==> src/rtl/pwm_peripheral.sv <==
// PWM peripheral: a free-running prescaled 8-bit counter produces one shared PWM
// level; each of 16 channels is forced off, held on, or follows that level.
module pwm_peripheral #(
  parameter int unsigned PRESCALE = 13
) (
  input  logic        clk,
  input  logic        rst_n,
  input  logic [7:0]  en_reg_out_7_0,
  input  logic [7:0]  en_reg_out_15_8,
  input  logic [7:0]  en_reg_pwm_7_0,
  input  logic [7:0]  en_reg_pwm_15_8,
  input  logic [7:0]  pwm_duty_cycle,
  output logic [15:0] out,
  output logic        period_start
);

  localparam logic [15:0] PSC_LAST = 16'(PRESCALE - 32'd1);

  logic [15:0] psc_q, psc_d;
  logic [7:0]  cnt_q, cnt_d;
  logic [7:0]  duty_q, duty_d;
  logic [15:0] out_q, out_d;
  logic        ps_q, ps_d;
  logic        tick_s;
  logic        level_s;
  logic [15:0] en_out_s;
  logic [15:0] en_pwm_s;

  assign en_out_s     = {en_reg_out_15_8, en_reg_out_7_0};
  assign en_pwm_s     = {en_reg_pwm_15_8, en_reg_pwm_7_0};
  assign out          = out_q;
  assign period_start = ps_q;

  // Counter advance, period-boundary duty reload and per-channel output decode.
  always_comb begin
    psc_d   = psc_q;
    cnt_d   = cnt_q;
    duty_d  = duty_q;
    ps_d    = 1'b0;
    out_d   = 16'h0000;
    level_s = 1'b0;
    tick_s  = (psc_q == PSC_LAST);

    if (tick_s) begin
      psc_d = 16'h0000;
      cnt_d = cnt_q + 8'd1;
      // The duty value is sampled only at the wrap so a period is never split.
      if (cnt_q == 8'hFF) begin
        duty_d = pwm_duty_cycle;
        ps_d   = 1'b1;
      end else begin
        duty_d = duty_q;
        ps_d   = 1'b0;
      end
    end else begin
      psc_d = psc_q + 16'd1;
      cnt_d = cnt_q;
    end

    // 0xFF is treated as fully on so there is no one-count low gap at the wrap.
    if (duty_q == 8'hFF) begin
      level_s = 1'b1;
    end else begin
      level_s = (cnt_q < duty_q);
    end

    for (int i = 0; i < 16; i++) begin
      if (!en_out_s[i]) begin
        out_d[i] = 1'b0;
      end else if (!en_pwm_s[i]) begin
        out_d[i] = 1'b1;
      end else begin
        out_d[i] = level_s;
      end
    end
  end

  // State registers; reset returns everything to the start of a fresh period.
  always_ff @(posedge clk or negedge rst_n) begin
    if (!rst_n) begin
      psc_q  <= 16'h0000;
      cnt_q  <= 8'h00;
      duty_q <= 8'h00;
      out_q  <= 16'h0000;
      ps_q   <= 1'b0;
    end else begin
      psc_q  <= psc_d;
      cnt_q  <= cnt_d;
      duty_q <= duty_d;
      out_q  <= out_d;
      ps_q   <= ps_d;
    end
  end

endmodule

==> config.mk <==
export PLATFORM = sky130hd
export DESIGN_NAME = pwm_peripheral
export DESIGN_NICKNAME = d
export VERILOG_FILES = /design/src/rtl/pwm_peripheral.sv
export SDC_FILE = /design/constraint.sdc
export NUM_CORES = 1
export LEC_CHECK = 0
export ABC_AREA = 1
export BUFFER_PORTS_ARGS = -buffer_cell sky130_fd_sc_hd__buf_2
export CAP_MARGIN = 20
export CORE_MARGIN = 5
export CORE_UTILIZATION = 30
export CTS_BUF_LIST = sky130_fd_sc_hd__clkbuf_16
export DETAILED_ROUTE_END_ITERATION = 16
export GPL_TIMING_DRIVEN = 0
export PLACE_DENSITY = 0.54
export SKIP_CTS_REPAIR_TIMING = 1
export SLEW_MARGIN = 40
export SYNTH_ARGS = -nofsm -noshare
export SYNTH_HDL_FRONTEND = slang
export SYNTH_SLANG_ARGS = --single-unit
==> constraint.sdc <==
create_clock -name clk -period 2.3 [get_ports clk]
set_clock_uncertainty 0.1 [all_clocks]
set_input_delay 0.69 -clock clk [delete_from_list [all_inputs] [get_ports clk]]
set_output_delay 0.69 -clock clk [all_outputs]
set_load 0.02 [all_outputs]
==> impl_metrics.toml, run 1 <==
[route]
first_pass_iters = 6
wl_per_cell_um = 10.8
postRouteAntennaNets = 0
drc_errors = 0
vias = 2041
routed_wirelength_mm = 5.08
drt-initial-drc-count = 92
vias_per_cell = 4.33

[clocking]
htreeDepth = 2
cts.sinks = 49
ctsRootBufferMaster = "clkbuf_16"
clock_latency_ps = 290
cts_buffers = 5
clk_pin_slew_ps = 70
clk_path_buf_depth = 2
tritoncts = "done"

[timing]
clock.fmax_mhz = 519
final.setup.tns_ps = 0
setup_ws_ps = 375
setup_viol = 0
grt_setup_unrepaired = "false"
hold_viol_final = 0
min_period_over_period_pct = 83.7
period_needed_ps = 1920
tightest_slew_ps = 663
relSlewSlack_pct = 55.5
hold_ws_ps = 316
slew_violations = 0

[layout]
num_antenna_cells = 0
synthToLayoutAreaGrowth_pct = 23.4
fill_cells = 858
seq_area_mm2 = 0.00123
multi_input_area_um2 = 991
nNetsFinal = 417
drive_above_1_share_pct = 24.6

[worst_setup_path]
worst-path-max-fanout = 10
crit_top_cell = "nand2_1"
cp-end-kind = "register"
critical_path_arrival_ps = 2050
slowest_delay_ps = 450
path_cells = "ha_1 > a21oi_1 > nor2_1 > nor3_1 > nand2_1 > buf_4 > nand3_1 > nand2_1 > inv_1"
start_kind = "register"
worstSetupPathType = "register to register"
cp_slowest_cell = "dfrtp_1"
cp.required_ps = 2430

[die]
die_w_um = 101
num_rows = 33
die_area_mm2 = 0.0102
start_util_pct = 30.4
io_pins = 59
core_mm2 = 0.00813
die_y_um = 101

[place]
pre_cts_slack_ps = 401
dp_hpwl_mm = 3.86
routabilityCongestion = 0.779
port_buffers = 58

[global_route]
grt_max_degree = 50
grt_overflow = 0
grt_pass1_vias = 2021
track_usage_pct = 11.1
grt_pass1_wl_mm = 9.12
antenna_found_initial = 0

[logic_synthesis]
netlist_area_mm2 = 0.00247
yosys_warnings = 0
synth_cell_types = 23
synth_cells = 300
synth_fp_nets = 352
yosysSeqAreaShare_pct = 49.6
synth_seq_cells = 49
synth_area_per_cell_um2 = 8.24

[pwr]
fin_total_pwr_w = 0.00173
p_leak_nw = 1.78
max-vdd-ir-drop_v = 0.000256
power_density_mw_per_mm2 = 567

[run_status]
status = "finished clean"

[min_path]
min_path_type = "primary input to async pin"

[run]
maxCapViolations = 0
## cells in the mapped netlist (all sizes together)
cell / instances / area, µm²
nor3b: 1 / 7.51
nand3: 34 / 170
a21oi: 2 / 10.0
buf: 4 / 22.5
ha: 10 / 125
nor3: 4 / 20.0
o21ai: 11 / 55.1
nor4: 1 / 21.3
inv: 61 / 231
dfrtp: 49 / 1230
nor2: 22 / 92.6
nand4: 9 / 56.3
xor2: 10 / 87.6
nand2: 79 / 319
xnor2: 3 / 26.3
## final timing paths
path	startpoint	endpoint	slack, ps	cells after the start
max	cnt_q[5]	out[6]	380	9
min reg2reg	duty_q[5]	duty_q[5]	380	2
max in group asynchronous	rst_n	duty_q[0]	1390	1
max reg2reg	cnt_q[5]	out[6]	380	9
min	rst_n	psc_q[11]	320	1
min in group clk	duty_q[5]	duty_q[5]	380	2
## worst max-delay path, delay by kind of cell (launching register included)
kind / cells / cell delay (ps)
and+or+nand+nor: 5 / 520
DFF: 1 / 450
adders and majority gates: 1 / 340
buffers and inverters: 2 / 300
AOI/OAI and AO/OA: 1 / 150
## report_power, final
group	internal (W)	total, W	leakage [nW]	switching [W]
clock	0.000417	0.000756	0.0763	0.000339
sequential	0.000875	0.000878	0.586	0.00000318
combinational	0.0000394	0.0000954	1.12	0.0000559
## registers in the layout, indices dropped and copies added, names as in the netlist
signal,flops
out,16
cnt_q,8
period_start,1
duty_q,8
psc_q,16
## area by class of cell
cell class	count	share of cell area [%]
buffer	4	0.739
clock buffer	5	4.10
sequential	49	40.2
multi-input combinational	186	32.5
tap	105	4.31
inverter	61	7.59
timing repair buffer	58	9.60
clock inverter	3	0.944
## logic make-up (layout without fill, tap and decap cells)
kind of cell,count (synthesis),count (layout),synth area share [%]
and+or+nand+nor,150,150,27.8
adders and majority gates,10,10,5.06
AOI/OAI and AO/OA,13,13,2.63
DFF,49,49,49.6
xor gates and xnor gates,13,13,4.61
buffers and inverters,65,131,10.3
## stage by stage
stage / area, µm² / util [%] / instances
2_1_floorplan: 2470 / - / 300
3_3_place_gp: 2890 / 35.6 / 463
3_5_place_dp: 2900 / 35.6 / 463
4_1_cts: 3050 / 37.5 / 471
5_1_grt: 3050 / 37.5 / 471
6_report: 3050 / 37.5 / 471
## layer usage
layer  share of wire [%]  vias up  global-route usage [%]  routed length, µm
li1                    -     1056                       -                  -
met1                  44      944                    13.8               2220
met2                  50       39                    18.5               2530
met3                 6.2        2                    3.60                314
met4                0.41        0                    3.01                 21
met5                   0        -                       0                  0
## cells in the final DEF (no fill, tap or decap)
cell,Yosys,layout
xor2_1,10,10
nor3_1,4,4
o21ai_1,8,8
ha_1,10,10
nor4_4,1,1
nor2_2,1,1
inv_2,11,11
clkbuf_16,0,5
buf_4,1,2
inv_4,1,1
nand2_4,2,2
a21oi_1,2,2
nor2_4,1,1
nand3_1,34,34
clkinv_4,0,1
xnor2_1,3,3
nor3b_1,1,1
buf_2,3,60
nand2_2,3,3
dfrtp_1,49,49
o21ai_0,3,3
nand4_1,9,9
inv_6,0,1
inv_1,49,49
nand2_1,74,74
nor2_1,20,20
inv_8,0,1
No activity file was read; power rests on OpenSTA's default activity.
==> run 2: changes to the inputs <==
PLACE_DENSITY = 0.56   (was 0.54)
clock period = 1.6 ns   (was 2.3 ns; I/O delays follow)
==> run 2 against run 1 <==
  * The run now ends with setup timing left
  * Sequential cell count unchanged
  * Clock power up 57%
  * Critical path depth unchanged
  * Hold slack lost 210 ps
  * Die area stayed put
  * Critical endpoint is now duty_q[3]
  * First-iteration DRC count grew 39%
  * Sequential power increased by 44%
  * Highest routed layer unchanged
  * Global-route usage is 0.37 points lower
==> impl_metrics.toml, run 2 (synthesis results as in run 1) <==
[run_status]
status = "finished with violations"
violations = "setup timing"

[route]
vias_per_cell = 4.35
wl_per_cell_um = 11.3
vias = 2162
routed_wirelength_mm = 5.62
drt-initial-drc-count = 128
drc_errors = 0
first_pass_iters = 4
postRouteAntennaNets = 0

[timing]
slew_violations = 0
setup_ws_ps = -48.0
tightest_slew_ps = 603
hold_viol_final = 0
hold_ws_ps = 107
clock.fmax_mhz = 607
period_needed_ps = 1650
final.setup.tns_ps = -420
grt_setup_unrepaired = "true"
relSlewSlack_pct = 59.8
min_period_over_period_pct = 103
setup_viol = 18

[clocking]
clk_path_buf_depth = 2
clock_latency_ps = 280
ctsRootBufferMaster = "clkbuf_16"
clk_pin_slew_ps = 70
cts_buffers = 5
tritoncts = "done"
cts.sinks = 49
htreeDepth = 2

[global_route]
grt_pass1_wl_mm = 8.69
grt_pass1_vias = 2025
antenna_found_initial = 0
grt_overflow = 0
grt_max_degree = 50
track_usage_pct = 10.7

[worst_setup_path]
cpLargestDelayFamily = "simple AND/OR/NAND/NOR gates"
cp_slowest_cell = "dfrtp_1"
crit_buf_inv = 2
critical_path_arrival_ps = 1730
worstSetupPathType = "register to register"
cp.required_ps = 1680
path_cells = "ha_4 > nand2_2 > inv_2 > nand2_4 > nor4_4 > buf_6 > nand2_4 > nand2_1 > nand2_1"
cp-end-kind = "register"
start_kind = "register"
worst-path-max-fanout = 9
slowest_delay_ps = 440

[layout]
num_antenna_cells = 0
drive_above_1_share_pct = 42.3
mostFrequentLayoutCells = "65 x nand2_1, 58 x buf_2, 46 x inv_1, 44 x dfrtp_1, 24 x buf_4"
synthToLayoutAreaGrowth_pct = 43.0
layout_commonest_cell = "nand2_1"
nNetsFinal = 443
fill_cells = 810
fin_util_pct = 43.5

[die]
core_mm2 = 0.00813
die_w_um = 101
die_area_mm2 = 0.0102
start_util_pct = 30.4
die_y_um = 101
io_pins = 59
num_rows = 33

[pwr]
power_density_mw_per_mm2 = 734
fin_total_pwr_w = 0.00259
max-vdd-ir-drop_v = 0.000535
p_leak_nw = 1.92

[place]
pre_cts_slack_ps = -200
port_buffers = 58
routabilityCongestion = 0.818
dp_hpwl_mm = 3.96

[run]
maxCapViolations = 0

[min_path]
min_path_type = "primary input to async pin"
==> run 2: cell count changes in the layout (fill, tap and decap cells not counted), sizes merged <==
cell      previous run  this run
bufinv               0         1
buf                 62        88
clkinvlp             0         1
inv                 63        61
==> run 2: final timing paths <==
check / from / end / slack, ps / depth (start not counted)
worst min-delay path: rst_n / psc_q[0] / 110 / 1
worst max register to register: cnt_q[0] / duty_q[3] / -50 / 9
min in group clk: en_reg_out_15_8[4] / out[12] / 280 / 3
max in group asynchronous: rst_n / cnt_q[5] / 850 / 1
worst max-delay path: cnt_q[0] / duty_q[3] / -50 / 9
worst min register to register: duty_q[4] / duty_q[4] / 380 / 2
==> run 2: per-layer routing <==
layer	wire (µm)	global-route usage, %
met3	175	2.49
met4	53	4.35
met2	2880	18.3
met5	0	0
met1	2510	13.0
==> run 2: per-stage QoR <==
step | instance area (µm²) | instances
after floorplan | 2480 | 300
after global placement | 2900 | 463
after global routing | 3530 | 497
after detailed placement | 2900 | 463
after CTS | 3070 | 471
final | 3530 | 497
==> run 2: report_power, final <==
part           leakage [nW]  switching [W]  total [W]  internal (W)
Clock                0.0800       0.000450    0.00119      0.000739
Combinational          1.26      0.0000845   0.000142     0.0000572
Sequential            0.579     0.00000445    0.00126       0.00126
Total                  1.92       0.000539    0.00259       0.00206
==> run 2: final cells by class <==
cell class	instances	area (µm²)	area share, %
sequential	49	1230	34.9
multi-input combinational	186	1220	34.5
timing repair buffer	84	508	14.4
inverter	61	234	6.62
tap	105	131	3.72
clock buffer	5	125	3.54
clock inverter	3	46.3	1.31
buffer	4	38.8	1.10
==> run 3: changes to the inputs <==
clock period = 1.4 ns   (was 1.6 ns; I/O delays follow)
==> run 3 against run 2 <==
  * The run still ends with setup timing left
  * Sequential share of layout area decreased by 1.2 points
  * Maximum frequency decreased by 1.1%
  * Design area increased by 3.9%
  * Global-route usage decreased by 0.095 points
  * Cell count decreased by 0.60%
  * Combinational power increased by 15%
  * Via count about the same
  * Clock-buffer cell count unchanged
  * Critical path depth unchanged
  * Wire length increased by 4.4%
  * Die area unchanged
  * Critical endpoint is now out[0]
  * Largest cell class is now multi-input combinational cells
  * Highest routed layer unchanged
==> impl_metrics.toml, run 3 (synthesis results as in run 1) <==
[run_status]
status = "finished with violations"
violations = "setup timing"

[worst_setup_path]
worst-path-max-fanout = 6
cp_slowest_cell = "dfrtp_2"
rr_worst_depth = 9
critical_path_arrival_ps = 1790
cp-end-kind = "register"
r2r-end = "out[0]"
rr_startpoint = "cnt_q[4]"
cp.required_ps = 1520
critPathLaunch = "cnt_q[4]"
rrSetupSlack_ps = -270
path_cells = "ha_1 > a21oi_2 > nor2_1 > nor3_2 > nand2_4 > buf_12 > nand3_2 > nand2_1 > inv_1"
start_kind = "register"
slowest_delay_ps = 440
worstSetupPathType = "register to register"

[layout]
multi_input_area_mm2 = 0.00129
num_antenna_cells = 0
nNetsFinal = 440
synthToLayoutAreaGrowth_pct = 48.6
mostFrequentLayoutCells = "58 x buf_2, 51 x nand2_1, 47 x inv_1, 41 x dfrtp_1, 23 x nand2_2"
drive_above_1_share_pct = 48.1
seq_area_mm2 = 0.00124
fill_cells = 779
fin_cells = 494
layout_commonest_cell = "buf_2"

[route]
drc_errors = 0
first_pass_iters = 4
vias_per_cell = 4.37
postRouteAntennaNets = 0
drt-initial-drc-count = 68
wl_per_cell_um = 11.9
vias = 2160
routed_wirelength_mm = 5.87

[pwr]
max-vdd-ir-drop_v = 0.000511
power_density_mw_per_mm2 = 855
fin_total_pwr_w = 0.00314
p_leak_nw = 1.96

[die]
die_w_um = 101
num_rows = 33
die_area_mm2 = 0.0102
core_mm2 = 0.00813
io_pins = 59
die_y_um = 101
start_util_pct = 30.4

[place]
placed_cells = 463
port_buffers = 58
dp_hpwl_mm = 3.98
routabilityCongestion = 0.841

[global_route]
antenna_found_initial = 0
grt_max_degree = 50
grt_pass1_vias = 1999
grt_overflow = 0
track_usage_pct = 10.6
grt_pass1_wl_mm = 8.62

[clocking]
tritoncts = "done"
ctsRootBufferMaster = "clkbuf_16"
cts.sinks = 49
htreeDepth = 2
clk_path_buf_depth = 2
clk_pin_slew_ps = 70
clock_latency_ps = 290
cts_buffers = 5

[timing]
relSlewSlack_pct = 59.2
slew_violations = 0
grt_setup_unrepaired = "true"
setup_ws_ps = -266
hold_viol_final = 0
clock.fmax_mhz = 600
tightest_slew_ps = 612
period_needed_ps = 1670
setup_viol = 44
min_period_over_period_pct = 119

[run]
maxCapViolations = 0

[min_path]
min_path_type = "primary input to async pin"
run 3: changes by cell type in the layout (fill, tap and decap cells not counted), sizes merged:
| cell | before | now |
|---|---|---|
| clkinv | 1 | 2 |
| inv | 61 | 60 |
| buf | 88 | 83 |
| bufinv | 1 | 2 |
| clkbuf | 5 | 7 |
| clkinvlp | 1 | 0 |
run 3: worst max-delay path: cells and delay by family, from the launching register on:
family | cells | cell delay, ps
buffers and inverters | 2 | 200
AO/OA/AOI/OAI | 1 | 140
AND/OR/NAND/NOR | 5 | 500
adder cells (fa/ha/maj) | 1 | 230
flip-flops | 1 | 440
run 3: area by class of cell:
cell class / count / share of cell area (%)
tap: 105 / 3.58
sequential: 49 / 33.7
timing repair buffer: 81 / 14.6
buffer: 4 / 1.26
multi-input combinational: 186 / 35.3
inverter: 61 / 6.44
clock buffer: 5 / 3.41
clock inverter: 3 / 1.77
run 3: layer usage:
metal / routed length [µm] / track usage (%) / share of wire (%)
met4: 123 / 4.66 / 2.1
met5: 0 / 0 / 0
met2: 3010 / 17.8 / 51
met3: 220 / 2.98 / 3.7
met1: 2520 / 12.7 / 43
run 3: how the worst max path moves through the flow:
stage                     depth (start not counted)        end  slack, ps
after global routing                              9     out[0]       -350
after CTS                                         9     out[8]       -480
after global placement                            9     out[8]       -380
after floorplan                                   9    out[10]       -200
final                                             9     out[0]       -270
after detailed placement                          8  duty_q[2]       -410
run 3: per-stage QoR:
step                      setup TNS, ps  setup WS (ps)  instance area [µm²]  util, %  hold WS [ps]
final                             -7480           -266                 3670     45.1          37.1
after global routing             -11410           -346                 3670     45.1           107
after CTS                        -13390           -481                 3090     38.0          78.4
after detailed placement         -11170           -412                 2900     35.7           359
after global placement           -17480           -381                 2900     35.7           360
after floorplan                   -3670           -203                 2480        -          24.4
run 3: where the power goes:
group          internal [W]  total [W]  switching [W]
registers           0.00144    0.00144     0.00000453
clock network       0.00102    0.00153       0.000512
logic             0.0000656   0.000164      0.0000988
